==> src/rtl/itch_pkg.sv <==
// Shared ITCH Add Order constants: message types, field offsets/lengths, error codes, FSM states.
// ADD_ORDER_MPID_EN adds the 'F' (Add Order with MPID) layout and its 30-byte staging area.
// Pure declarations; no timing or flow-control behaviour of its own.
package itch_pkg;

  localparam logic [7:0] MSG_ADD_ORDER = 8'h41;  // 'A'
  localparam logic [7:0] SIDE_BUY      = 8'h42;  // 'B'

  localparam int OFF_ORDER_REF = 1;
  localparam int LEN_ORDER_REF = 8;
  localparam int OFF_SIDE      = 9;
  localparam int OFF_SHARES    = 10;
  localparam int LEN_SHARES    = 4;
  localparam int OFF_STOCK     = 14;
  localparam int LEN_STOCK     = 8;
  localparam int OFF_PRICE     = 22;
  localparam int LEN_PRICE     = 4;
  localparam int ADD_ORDER_LEN = 26;

`ifdef ADD_ORDER_MPID_EN
  localparam logic [7:0] MSG_ADD_ORDER_MPID = 8'h46;  // 'F'
  localparam int OFF_MPID           = 26;
  localparam int LEN_MPID           = 4;
  localparam int ADD_ORDER_MPID_LEN = 30;
  localparam int STAGE_BYTES        = ADD_ORDER_MPID_LEN;
`else
  localparam int STAGE_BYTES        = ADD_ORDER_LEN;
`endif

  typedef enum logic [1:0] {
    ERR_NONE         = 2'd0,
    ERR_LEN_MISMATCH = 2'd1,
    ERR_NO_LEN       = 2'd2,
    ERR_TRUNC        = 2'd3
  } err_code_t;

  typedef logic [1:0] fsm_state_t;
  localparam fsm_state_t ST_IDLE   = 2'd0;
  localparam fsm_state_t ST_DECODE = 2'd1;
  localparam fsm_state_t ST_SKIP   = 2'd2;

endpackage

==> src/rtl/itch_lane_scatter.sv <==
// One input lane: turns (beat base offset + lane index) into a one-hot staging byte write-enable.
// Purely combinational, zero latency.
// No flow control; the caller gates lane_en_i with beat acceptance.
module itch_lane_scatter
  import itch_pkg::*;
#(
  parameter int LANE  = 0,
  parameter int OFF_W = 6
) (
  input  logic [OFF_W-1:0]       base_i,
  input  logic                   lane_en_i,
  output logic [STAGE_BYTES-1:0] we_o
);

  // Widened so base + lane never wraps back into the staging range.
  localparam int POS_W = OFF_W + 4;

  logic [POS_W-1:0] pos;
  assign pos = POS_W'(base_i) + POS_W'(LANE);

  // Offsets past the staging area match no bit, so those bytes are dropped.
  always_comb begin
    for (int k = 0; k < STAGE_BYTES; k++) begin
      we_o[k] = lane_en_i && (pos == POS_W'(k));
    end
  end

endmodule

==> src/rtl/add_order_decoder_mlane.sv <==
// Multi-lane ITCH Add Order decoder; stages bytes as they arrive, emits one checked record per message.
// Latency: record valid 1 cycle after the last accepted beat; errors pulse on that same cycle.
// Backpressure: in_ready = !out_valid || out_ready; build option ADD_ORDER_MPID_EN adds 'F' records.
module add_order_decoder_mlane
  import itch_pkg::*;
#(
  parameter int LANES = 2,
  parameter int OFF_W = 6
) (
  input  logic               clk,
  input  logic               rst_n,
  input  logic [8*LANES-1:0] in_data,
  input  logic [LANES-1:0]   in_keep,
  input  logic               in_valid,
  output logic               in_ready,
  input  logic               in_start,
  input  logic               in_last,
  input  logic               abort_in,
  input  logic [5:0]         len_value,
  input  logic               len_valid,
  output logic               out_valid,
  input  logic               out_ready,
  output logic [63:0]        out_order_ref,
  output logic               out_buy,
  output logic [31:0]        out_shares,
  output logic [63:0]        out_stock,
  output logic [31:0]        out_price,
`ifdef ADD_ORDER_MPID_EN
  output logic [31:0]        out_mpid,
  output logic               out_is_mpid,
`endif
  output logic               err_valid,
  output logic [1:0]         err_code
);

  localparam int TOT_W = OFF_W + 4;
  localparam logic [TOT_W-1:0] OFF_SAT = TOT_W'((2 ** OFF_W) - 1);

  fsm_state_t state_q, state_d, cur_st;
  logic [OFF_W-1:0] offset_q, offset_d, base, off_sum;
  logic             len_vld_q, len_vld_d, len_have;
  logic [5:0]       len_q, len_d, len_eff;
  logic [3:0]       nkeep;
  logic [TOT_W-1:0] total, exp_len;
  logic             live, start_acc, type_ok, dec_beat, last_dec, rec_load;
  err_code_t        err_d;
  logic [7:0]       stage_q [STAGE_BYTES];
  logic [7:0]       stage_d [STAGE_BYTES];
  logic [STAGE_BYTES-1:0] lane_we [LANES];
  logic [63:0] rec_ref, rec_stock, out_ref_q, out_stock_q;
  logic [31:0] rec_shares, rec_price, out_shares_q, out_price_q;
  logic        out_valid_q, out_buy_q, err_vld_q;
  logic [1:0]  err_code_q;

  assign in_ready  = !out_valid_q || out_ready;
  // An aborted beat is consumed but otherwise ignored.
  assign live      = in_valid && in_ready && !abort_in;
  assign start_acc = live && in_start;

`ifdef ADD_ORDER_MPID_EN
  logic        typf_q, typf_d, beat_is_f, out_is_mpid_q;
  logic [31:0] rec_mpid, out_mpid_q;
  assign beat_is_f = (in_data[7:0] == MSG_ADD_ORDER_MPID);
  assign type_ok   = (in_data[7:0] == MSG_ADD_ORDER) || beat_is_f;
  assign typf_d    = start_acc ? beat_is_f : typf_q;
  assign exp_len   = typf_d ? TOT_W'(ADD_ORDER_MPID_LEN) : TOT_W'(ADD_ORDER_LEN);

  // Remember which layout the current message uses.
  always_ff @(posedge clk or negedge rst_n) begin
    if (!rst_n) typf_q <= 1'b0;
    else        typf_q <= typf_d;
  end
`else
  assign type_ok = (in_data[7:0] == MSG_ADD_ORDER);
  assign exp_len = TOT_W'(ADD_ORDER_LEN);
`endif

  // A start beat restarts decoding at offset 0 whatever state we were in.
  assign cur_st   = start_acc ? (type_ok ? ST_DECODE : ST_SKIP) : state_q;
  assign base     = start_acc ? '0 : offset_q;
  assign dec_beat = live && (cur_st == ST_DECODE);
  assign last_dec = dec_beat && in_last;

  // Count kept lanes; keep is contiguous so this is the beat's byte count.
  always_comb begin
    nkeep = '0;
    for (int i = 0; i < LANES; i++) nkeep = nkeep + 4'(in_keep[i]);
  end

  assign total   = TOT_W'(base) + TOT_W'(nkeep);
  assign off_sum = (total > OFF_SAT) ? '1 : total[OFF_W-1:0];

  // A length arriving on this very cycle (including the last beat) still counts.
  assign len_have = (len_vld_q && !start_acc) || len_valid;
  assign len_eff  = (len_vld_q && !start_acc) ? len_q : len_value;
  assign rec_load = last_dec && len_have && (total == TOT_W'(len_eff)) && (total == exp_len);

  for (genvar g = 0; g < LANES; g++) begin : g_lane
    itch_lane_scatter #(.LANE(g), .OFF_W(OFF_W)) u_scatter (
      .base_i    (base),
      .lane_en_i (dec_beat && in_keep[g]),
      .we_o      (lane_we[g])
    );
  end

  // Merge per-lane write enables into the staging bytes; lanes never collide.
  always_comb begin
    stage_d = stage_q;
    for (int k = 0; k < STAGE_BYTES; k++) begin
      for (int i = 0; i < LANES; i++) begin
        if (lane_we[i][k]) stage_d[k] = in_data[8*i +: 8];
      end
    end
  end

  // Assemble big-endian record fields from staging, including the final beat's bytes.
  always_comb begin
    rec_ref = '0; rec_shares = '0; rec_stock = '0; rec_price = '0;
    for (int j = 0; j < LEN_ORDER_REF; j++) rec_ref[8*(LEN_ORDER_REF-1-j) +: 8] = stage_d[OFF_ORDER_REF+j];
    for (int j = 0; j < LEN_SHARES; j++)    rec_shares[8*(LEN_SHARES-1-j) +: 8] = stage_d[OFF_SHARES+j];
    for (int j = 0; j < LEN_STOCK; j++)     rec_stock[8*(LEN_STOCK-1-j) +: 8]   = stage_d[OFF_STOCK+j];
    for (int j = 0; j < LEN_PRICE; j++)     rec_price[8*(LEN_PRICE-1-j) +: 8]   = stage_d[OFF_PRICE+j];
`ifdef ADD_ORDER_MPID_EN
    rec_mpid = '0;
    for (int j = 0; j < LEN_MPID; j++)      rec_mpid[8*(LEN_MPID-1-j) +: 8]     = stage_d[OFF_MPID+j];
`endif
  end

  // Error priority: a restart mid-message hides whatever the new beat would report.
  always_comb begin
    err_d = ERR_NONE;
    if (start_acc && (state_q == ST_DECODE)) err_d = ERR_TRUNC;
    else if (last_dec && !len_have)          err_d = ERR_NO_LEN;
    else if (last_dec && !rec_load)          err_d = ERR_LEN_MISMATCH;
  end

  // Next FSM state, byte offset and length latch; abort overrides everything.
  always_comb begin
    state_d   = state_q;
    offset_d  = offset_q;
    len_vld_d = len_vld_q;
    len_d     = len_q;
    if (abort_in) begin
      state_d = ST_IDLE; offset_d = '0; len_vld_d = 1'b0; len_d = '0;
    end else begin
      if (start_acc) begin
        len_vld_d = len_valid; len_d = len_value;
      end else if ((state_q == ST_DECODE) && !len_vld_q && len_valid) begin
        len_vld_d = 1'b1; len_d = len_value;
      end
      if (live && (cur_st != ST_IDLE)) begin
        if (in_last) begin
          state_d = ST_IDLE; offset_d = '0; len_vld_d = 1'b0; len_d = '0;
        end else begin
          state_d = cur_st; offset_d = off_sum;
        end
      end
    end
  end

  // FSM, offset counter and length latch registers.
  always_ff @(posedge clk or negedge rst_n) begin
    if (!rst_n) begin
      state_q <= ST_IDLE; offset_q <= '0; len_vld_q <= 1'b0; len_q <= '0;
    end else begin
      state_q <= state_d; offset_q <= offset_d; len_vld_q <= len_vld_d; len_q <= len_d;
    end
  end

  // Staging bytes, filled speculatively as the message streams in.
  always_ff @(posedge clk or negedge rst_n) begin
    if (!rst_n) begin
      for (int k = 0; k < STAGE_BYTES; k++) stage_q[k] <= '0;
    end else begin
      stage_q <= stage_d;
    end
  end

  // Output record holds until taken; a new load can only happen when in_ready allowed the beat.
  always_ff @(posedge clk or negedge rst_n) begin
    if (!rst_n) begin
      out_valid_q <= 1'b0; out_ref_q <= '0; out_buy_q <= 1'b0; out_shares_q <= '0;
      out_stock_q <= '0; out_price_q <= '0; err_vld_q <= 1'b0; err_code_q <= '0;
`ifdef ADD_ORDER_MPID_EN
      out_mpid_q <= '0; out_is_mpid_q <= 1'b0;
`endif
    end else begin
      err_vld_q  <= (err_d != ERR_NONE);
      err_code_q <= err_d;
      if (rec_load) begin
        out_valid_q  <= 1'b1;
        out_ref_q    <= rec_ref;
        out_buy_q    <= (stage_d[OFF_SIDE] == SIDE_BUY);
        out_shares_q <= rec_shares;
        out_stock_q  <= rec_stock;
        out_price_q  <= rec_price;
`ifdef ADD_ORDER_MPID_EN
        out_mpid_q    <= typf_d ? rec_mpid : '0;
        out_is_mpid_q <= typf_d;
`endif
      end else if (out_ready) begin
        out_valid_q <= 1'b0;
      end
    end
  end

  assign out_valid     = out_valid_q;
  assign out_order_ref = out_ref_q;
  assign out_buy       = out_buy_q;
  assign out_shares    = out_shares_q;
  assign out_stock     = out_stock_q;
  assign out_price     = out_price_q;
  assign err_valid     = err_vld_q;
  assign err_code      = err_code_q;
`ifdef ADD_ORDER_MPID_EN
  assign out_mpid      = out_mpid_q;
  assign out_is_mpid   = out_is_mpid_q;
`endif

endmodule

==> config.mk <==
export PLATFORM = sky130hd
export DESIGN_NAME = add_order_decoder_mlane
export DESIGN_NICKNAME = d
export VERILOG_FILES = /design/src/rtl/itch_pkg.sv /design/src/rtl/itch_lane_scatter.sv /design/src/rtl/add_order_decoder_mlane.sv
export SDC_FILE = /design/constraint.sdc
export NUM_CORES = 1
export LEC_CHECK = 0
export BUFFER_PORTS_ARGS = -buffer_cell sky130_fd_sc_hd__buf_2
export CAP_MARGIN = 20
export CORE_UTILIZATION = 28
export CTS_CLUSTER_SIZE = 16
export DETAILED_ROUTE_END_ITERATION = 6
export SETUP_SLACK_MARGIN = 0.2
export SYNTH_ARGS = -nofsm -noshare
export SYNTH_HDL_FRONTEND = slang
export SYNTH_HIERARCHICAL = 1
export SYNTH_SLANG_ARGS = --single-unit
==> constraint.sdc <==
create_clock -name clk -period 9.7 [get_ports clk]
set_input_delay 1.94 -clock clk [delete_from_list [all_inputs] [get_ports clk]]
set_output_delay 1.94 -clock clk [all_outputs]
set_load 0.03 [all_outputs]
* Yosys cells after proc, flatten, opt, wreduce, memory -nomap -nowiden
Cells that the tools add are included.
Storage, ports and cells: register bits 412, bits of input ports 32, output and inout bits 198, word-level logic and storage cells 252
Operators by class: $add $sub $neg 3, magnitude comparators 1, equal/unequal tests 56, mux-type cells 76, reductions and logical operators 79
Operators with widths (count):
- $mux 8 | 50
- $eq 10x5->1 const B | 10
- $eq 10x4->1 const B | 8
- $logic_and 1x1->1 | 67
- $mux 6 | 11
- $eq 6x5->1 const B | 10
- $eq 6x4->1 const B | 8
- $eq 10x3->1 const B | 4
- $eq 6x3->1 const B | 4
- $eq 10x2->1 const B | 2
- $eq 8x7->1 const B | 2
- $mux 2 | 7
- $eq 6x2->1 const B | 2
- $eq 10x1->1 const B | 1
- $mux 1 | 8
- $reduce_bool 2->1 | 4
- $add 6x1->7 const B | 1
- $add 6x2->7 | 1
- $eq 7x5->1 const B | 1
- $eq 7x6->1 | 1
- $gt 7x6->1 const B | 1
- $eq 6x1->1 const B | 1
- $logic_not 1->1 | 6
- $eq 2x1->1 const B | 2
- other kinds (2) | 3

* Depth between registers and ports, before layout
depth in word-level cells 18, mapped depth 14, depth with buffers taken out 12

* Hierarchy
The synthesis kept the hierarchy.
Modules (own cells, without submodules):
- add_order_decoder_mlane | instances 1, cells each 1441, area an instance 17519.3 um2, seq. area each 10309.9 um2
- itch_lane_scatter (g_lane[0].u_scatter) | instances 1, cells each 44, area an instance 294.0 um2, seq. area each 0.0 um2
- itch_lane_scatter (g_lane[1].u_scatter) | instances 1, cells each 43, area an instance 291.5 um2, seq. area each 0.0 um2

* Worst setup path before layout
Ideal clock, no wire load.
path kind input to register, from in out_ready, to reg out_stock_q[48] (netlist: out_stock[48]), library setup time 128 ps, arrival 5415 ps, data required time 9572 ps, slack 4158 ps, stages on the path 13, path buffers 2, cell sequence nand2b_1 nand3_1 and2_1 fa_1 ha_1 and3_1 xnor2_1 nor4_1 o2111ai_1 nor4b_4 buf_4 buf_6 mux2_1
RTL lines:
- start, declared | line add_order_decoder_mlane.sv:22 | input logic out_ready,
- $logic_or 1x1->1 * | line add_order_decoder_mlane.sv:55 | assign in_ready = !out_valid_q || out_ready;
- $logic_and 1x1->1 * (2 in series) | line add_order_decoder_mlane.sv:57 | assign live = in_valid && in_ready && !abort_in;
- $logic_and 1x1->1 * | line add_order_decoder_mlane.sv:58 | assign start_acc = live && in_start;
- $mux 6 * | line add_order_decoder_mlane.sv:80 | assign base = start_acc ? '0 : offset_q;
- net base[0] | line add_order_decoder_mlane.sv:40 | logic [OFF_W-1:0] offset_q, offset_d, base, off_sum;
- $add 6x1->7 (tied with other cells) | line itch_lane_scatter.sv:19 | assign pos = POS_W'(base_i) + POS_W'(LANE);
- $eq 10x4->1 (tied with other cells) | line itch_lane_scatter.sv:24 | we_o[k] = lane_en_i && (pos == POS_W'(k));
- $logic_and 1x1->1 (tied with other cells) | line itch_lane_scatter.sv:24
- $mux 8 or $logic_and 1x1->1 (tied branches) | line add_order_decoder_mlane.sv:111, add_order_decoder_mlane.sv:96
- end signal, assigned | line add_order_decoder_mlane.sv:195 | out_stock_q <= rec_stock;
- end, declared | line add_order_decoder_mlane.sv:50 | logic [63:0] rec_ref, rec_stock, out_ref_q, out_stock_q;
Mark *: on every way through the listed nets, which the timed path passes. The rest lies on a longest branch. A chain may end at the register's enable or synchronous reset.

* Final worst setup path
from in abort_in, to reg out_stock_q[63] (netlist: out_stock[63])
RTL lines:
- start, declared | line add_order_decoder_mlane.sv:18 | input logic abort_in,
- $logic_not 1->1 * | line add_order_decoder_mlane.sv:57
- $logic_and 1x1->1 * | line add_order_decoder_mlane.sv:57
- $logic_and 1x1->1 * | line add_order_decoder_mlane.sv:58
- $mux 6 * | line add_order_decoder_mlane.sv:80
- net base[0] | line add_order_decoder_mlane.sv:40
- $add 6x1->7 (tied with other cells) | line itch_lane_scatter.sv:19
- $eq 10x4->1 (tied with other cells) | line itch_lane_scatter.sv:24
- $logic_and 1x1->1 (tied with other cells) | line itch_lane_scatter.sv:24
- $mux 8 or $logic_and 1x1->1 (tied branches) | line add_order_decoder_mlane.sv:111, add_order_decoder_mlane.sv:96
Marked as above.

==> impl_metrics.csv <==
group,metric,value,unit
status,result_of_the_run,"complete, no violations",
clock_tree,cts-root-to-sink-buffers,3,
timing,tns,0,ns
clock_tree,cts-buffers-inserted,46,
drt,detailedRoute.firstIterationViolations,750,
die,placement_rows,92,
layout,fraction_of_final_layout_cells_with_drive_strength_greater_than_1,0.231,
timing,timing_hold_violations_final,0,
die,design.core.area,0.0634,mm2
setup_path,criticalPathCategory,"input port to flip-flop",
die,initial_core_util,0.285,
logic_synthesis,synthCells,1525,
layout,finish.net_count,1753,
timing,slew_headroom,0.308,
clock_tree,cts_tree,"built",
grt,grt_max_degree,156,
die,fp.dieH,256,um
die,die_x,256,um
layout,fin_area,0.0217,mm2
timing,final_period_demand_of_the_worst_path,6.42,ns
setup_path,critPathLaunchType,"input port",
timing,slew_viol_final,0,
setup_path,r2r_cells,13,
hold_path,timing.hold.worst.class,"flip-flop to flip-flop",
grt,track_usage,0.159,
timing,final.setup_skew,0.0161,ns
grt,antenna_found_initial,0,
drt,via_per_inst,4.69,
pwr,power.static_leakage,10.2,nW
clock_tree,clock_tree.root_cell,"sky130_fd_sc_hd__clkbuf_16",
logic_synthesis,net_count_of_the_mapped_netlist,1559,
timing,rsz_0062_raised_after_global_routing,"false",
setup_path,worst_r2r_endpoint,"out_stock[63]$_DFFE_PN0P_",
layout,ff_latch_area,0.0103,mm2
clock_tree,cts.repair.resized,0,
logic_synthesis,synthesis.area_per_instance,11.9,um2
timing,postLayoutSetupSlackWorst,3.28,ns
timing,fmax,156,MHz
clock_tree,htree_num_levels,2,
clock_tree,clock_sink_count,412,
timing,worst-slew-pin-transition,1.03,ns
clock_tree,cts.reportedPaths.clkPinSlew,0.06,ns
grt,first_global_vias,12300,
grt,gr-total-overflow,0,
setup_path,crit_required,10.14,ns
logic_synthesis,synth.yosys.warnings,6,
clock_tree,ctsHoldBuffers,0,
timing,whs,0.475,ns
drt,avgRoutedWirePerCell,20.5,um
run,max_cap_violations,0,
placed_design,gpl.final_weighted_congestion,0.831,
clock_tree,postCtsSetupBuffers,0,
setup_path,critPathMaxFanout,58,
die,io_pins,230,
placed_design,placed_cell_area,0.0200,mm2
drt,drt-pass1-iter-count,5,
setup_path,regToRegStartpoint,"out_valid$_DFFE_PN0P_",
placed_design,io_buffer_count,229,
layout,num-fill-cells,6212,
placed_design,preCtsSetupSlack,2.72,ns
logic_synthesis,combined_area_of_all_synthesized_cells,0.0181,mm2
drt,drc,0,
drt,via_count,12200,
pwr,power.density,170,mW/mm2
layout,syn2layout_area_growth,19.9,%
setup_path,critPathLaunch,"abort_in",
layout,insertedDiodeCount,0,
setup_path,critical_path.endpoint_type,"flip-flop",
clock_tree,worstSkewPairLatency,0.57,ns
timing,layout_worst_path_cycle_share,0.662,
setup_path,critical_path_arrival,6.87,ns
pwr,peak_ir_drop_on_the_vdd_network,0.114,mV
drt,detail-route-antenna-nets,0,
grt,wire_length_of_the_first_global_routing_pass,79500,um
timing,timing.final.setup_violations,0,
layout,mostFrequentLayoutCells,"sky130_fd_sc_hd__dfrtp_1 (412), sky130_fd_sc_hd__buf_2 (228), sky130_fd_sc_hd__nand2_1 (215)",
die,design.die.area,0.0656,mm2
setup_path,rrSetupSlack,4.42,ns
placed_design,dp_hpwl,33300,um
drt,final_wirelength,53200,um
layout,layout_commonest_cell,"sky130_fd_sc_hd__dfrtp_1",
setup_path,critPathCapture,"out_stock[63]$_DFFE_PN0P_",
layout,area_of_the_multi_input_gates,0.00716,mm2
[through the flow]
| stage | util | std cells | total power, W |
|---|---|---|---|
| finish | 0.342 | 2600 | 0.00369 |
| floorplan | - | 1525 | 0.00179 |
| global route | 0.342 | 2600 | 0.00382 |
| detailed placement | 0.316 | 2512 | 0.00188 |
| CTS | 0.341 | 2595 | 0.00375 |
| global placement | 0.316 | 2510 | 0.00187 |
[metal layers]
| metal | share of wire | up-vias | global-route usage |
|---|---|---|---|
| met5 | 0 | - | 0 |
| li1 | - | 5669 | - |
| met1 | 0.46 | 6162 | 0.217 |
| met3 | 0.041 | 60 | 0.0252 |
| met2 | 0.48 | 291 | 0.264 |
| met4 | 0.017 | 0 | 0.0356 |
[registers in the layout (all words and copies together) (netlist names), 2 cells and up]
name	flops
len_q	6
out_order_ref	64
out_shares	32
err_code	2
state_q	2
out_stock	64
offset_q	6
stage_q	200
out_price	32
[worst max-delay path, stage by stage]
cell and delay (ns):
sky130_fd_sc_hd__buf_2 0.11, sky130_fd_sc_hd__nor2b_1 0.26, sky130_fd_sc_hd__nand3_1 0.32, sky130_fd_sc_hd__and2_1 0.46
sky130_fd_sc_hd__fa_1 0.49, sky130_fd_sc_hd__ha_1 0.28, sky130_fd_sc_hd__and3_1 0.23, sky130_fd_sc_hd__xnor2_1 0.14
sky130_fd_sc_hd__nor4_1 0.26, sky130_fd_sc_hd__o2111ai_1 0.25, sky130_fd_sc_hd__nor4b_4 0.35, sky130_fd_sc_hd__buf_4 0.55
sky130_fd_sc_hd__buf_4 0.72, sky130_fd_sc_hd__mux2_2 0.40
[how the worst min path moves through the flow]
| stage | startpoint | to | slack, ns | depth (start not counted) |
|---|---|---|---|---|
| after floorplan | offset_q[0]$_DFFE_PN0P_ | offset_q[0]$_DFFE_PN0P_ | 0.44 | 2 |
| after global placement | out_order_ref[34]$_DFFE_PN0P_ | out_order_ref[34]$_DFFE_PN0P_ | 0.46 | 1 |
| after detailed placement | out_shares[12]$_DFFE_PN0P_ | out_shares[12]$_DFFE_PN0P_ | 0.47 | 1 |
| after CTS | out_order_ref[35]$_DFFE_PN0P_ | out_order_ref[35]$_DFFE_PN0P_ | 0.48 | 1 |
| after global routing | out_order_ref[48]$_DFFE_PN0P_ | out_order_ref[48]$_DFFE_PN0P_ | 0.50 | 1 |
| final | out_order_ref[35]$_DFFE_PN0P_ | out_order_ref[35]$_DFFE_PN0P_ | 0.48 | 1 |
[area by class of cell]
class / count / share of cell area
Clock buffer: 71 / 0.0648
Inverter: 11 / 0.00190
Sequential cell: 412 / 0.475
Multi-Input combinational cell: 976 / 0.330
Tap cell: 846 / 0.0488
Timing Repair Buffer: 272 / 0.0697
Clock inverter: 12 / 0.00940
[power by group]
part	switching, W	internal [W]
clock network	0.000718	0.00113
logic	0.0000989	0.0000182
registers	0.00000134	0.00172
(Power assumes the default switching activity.)
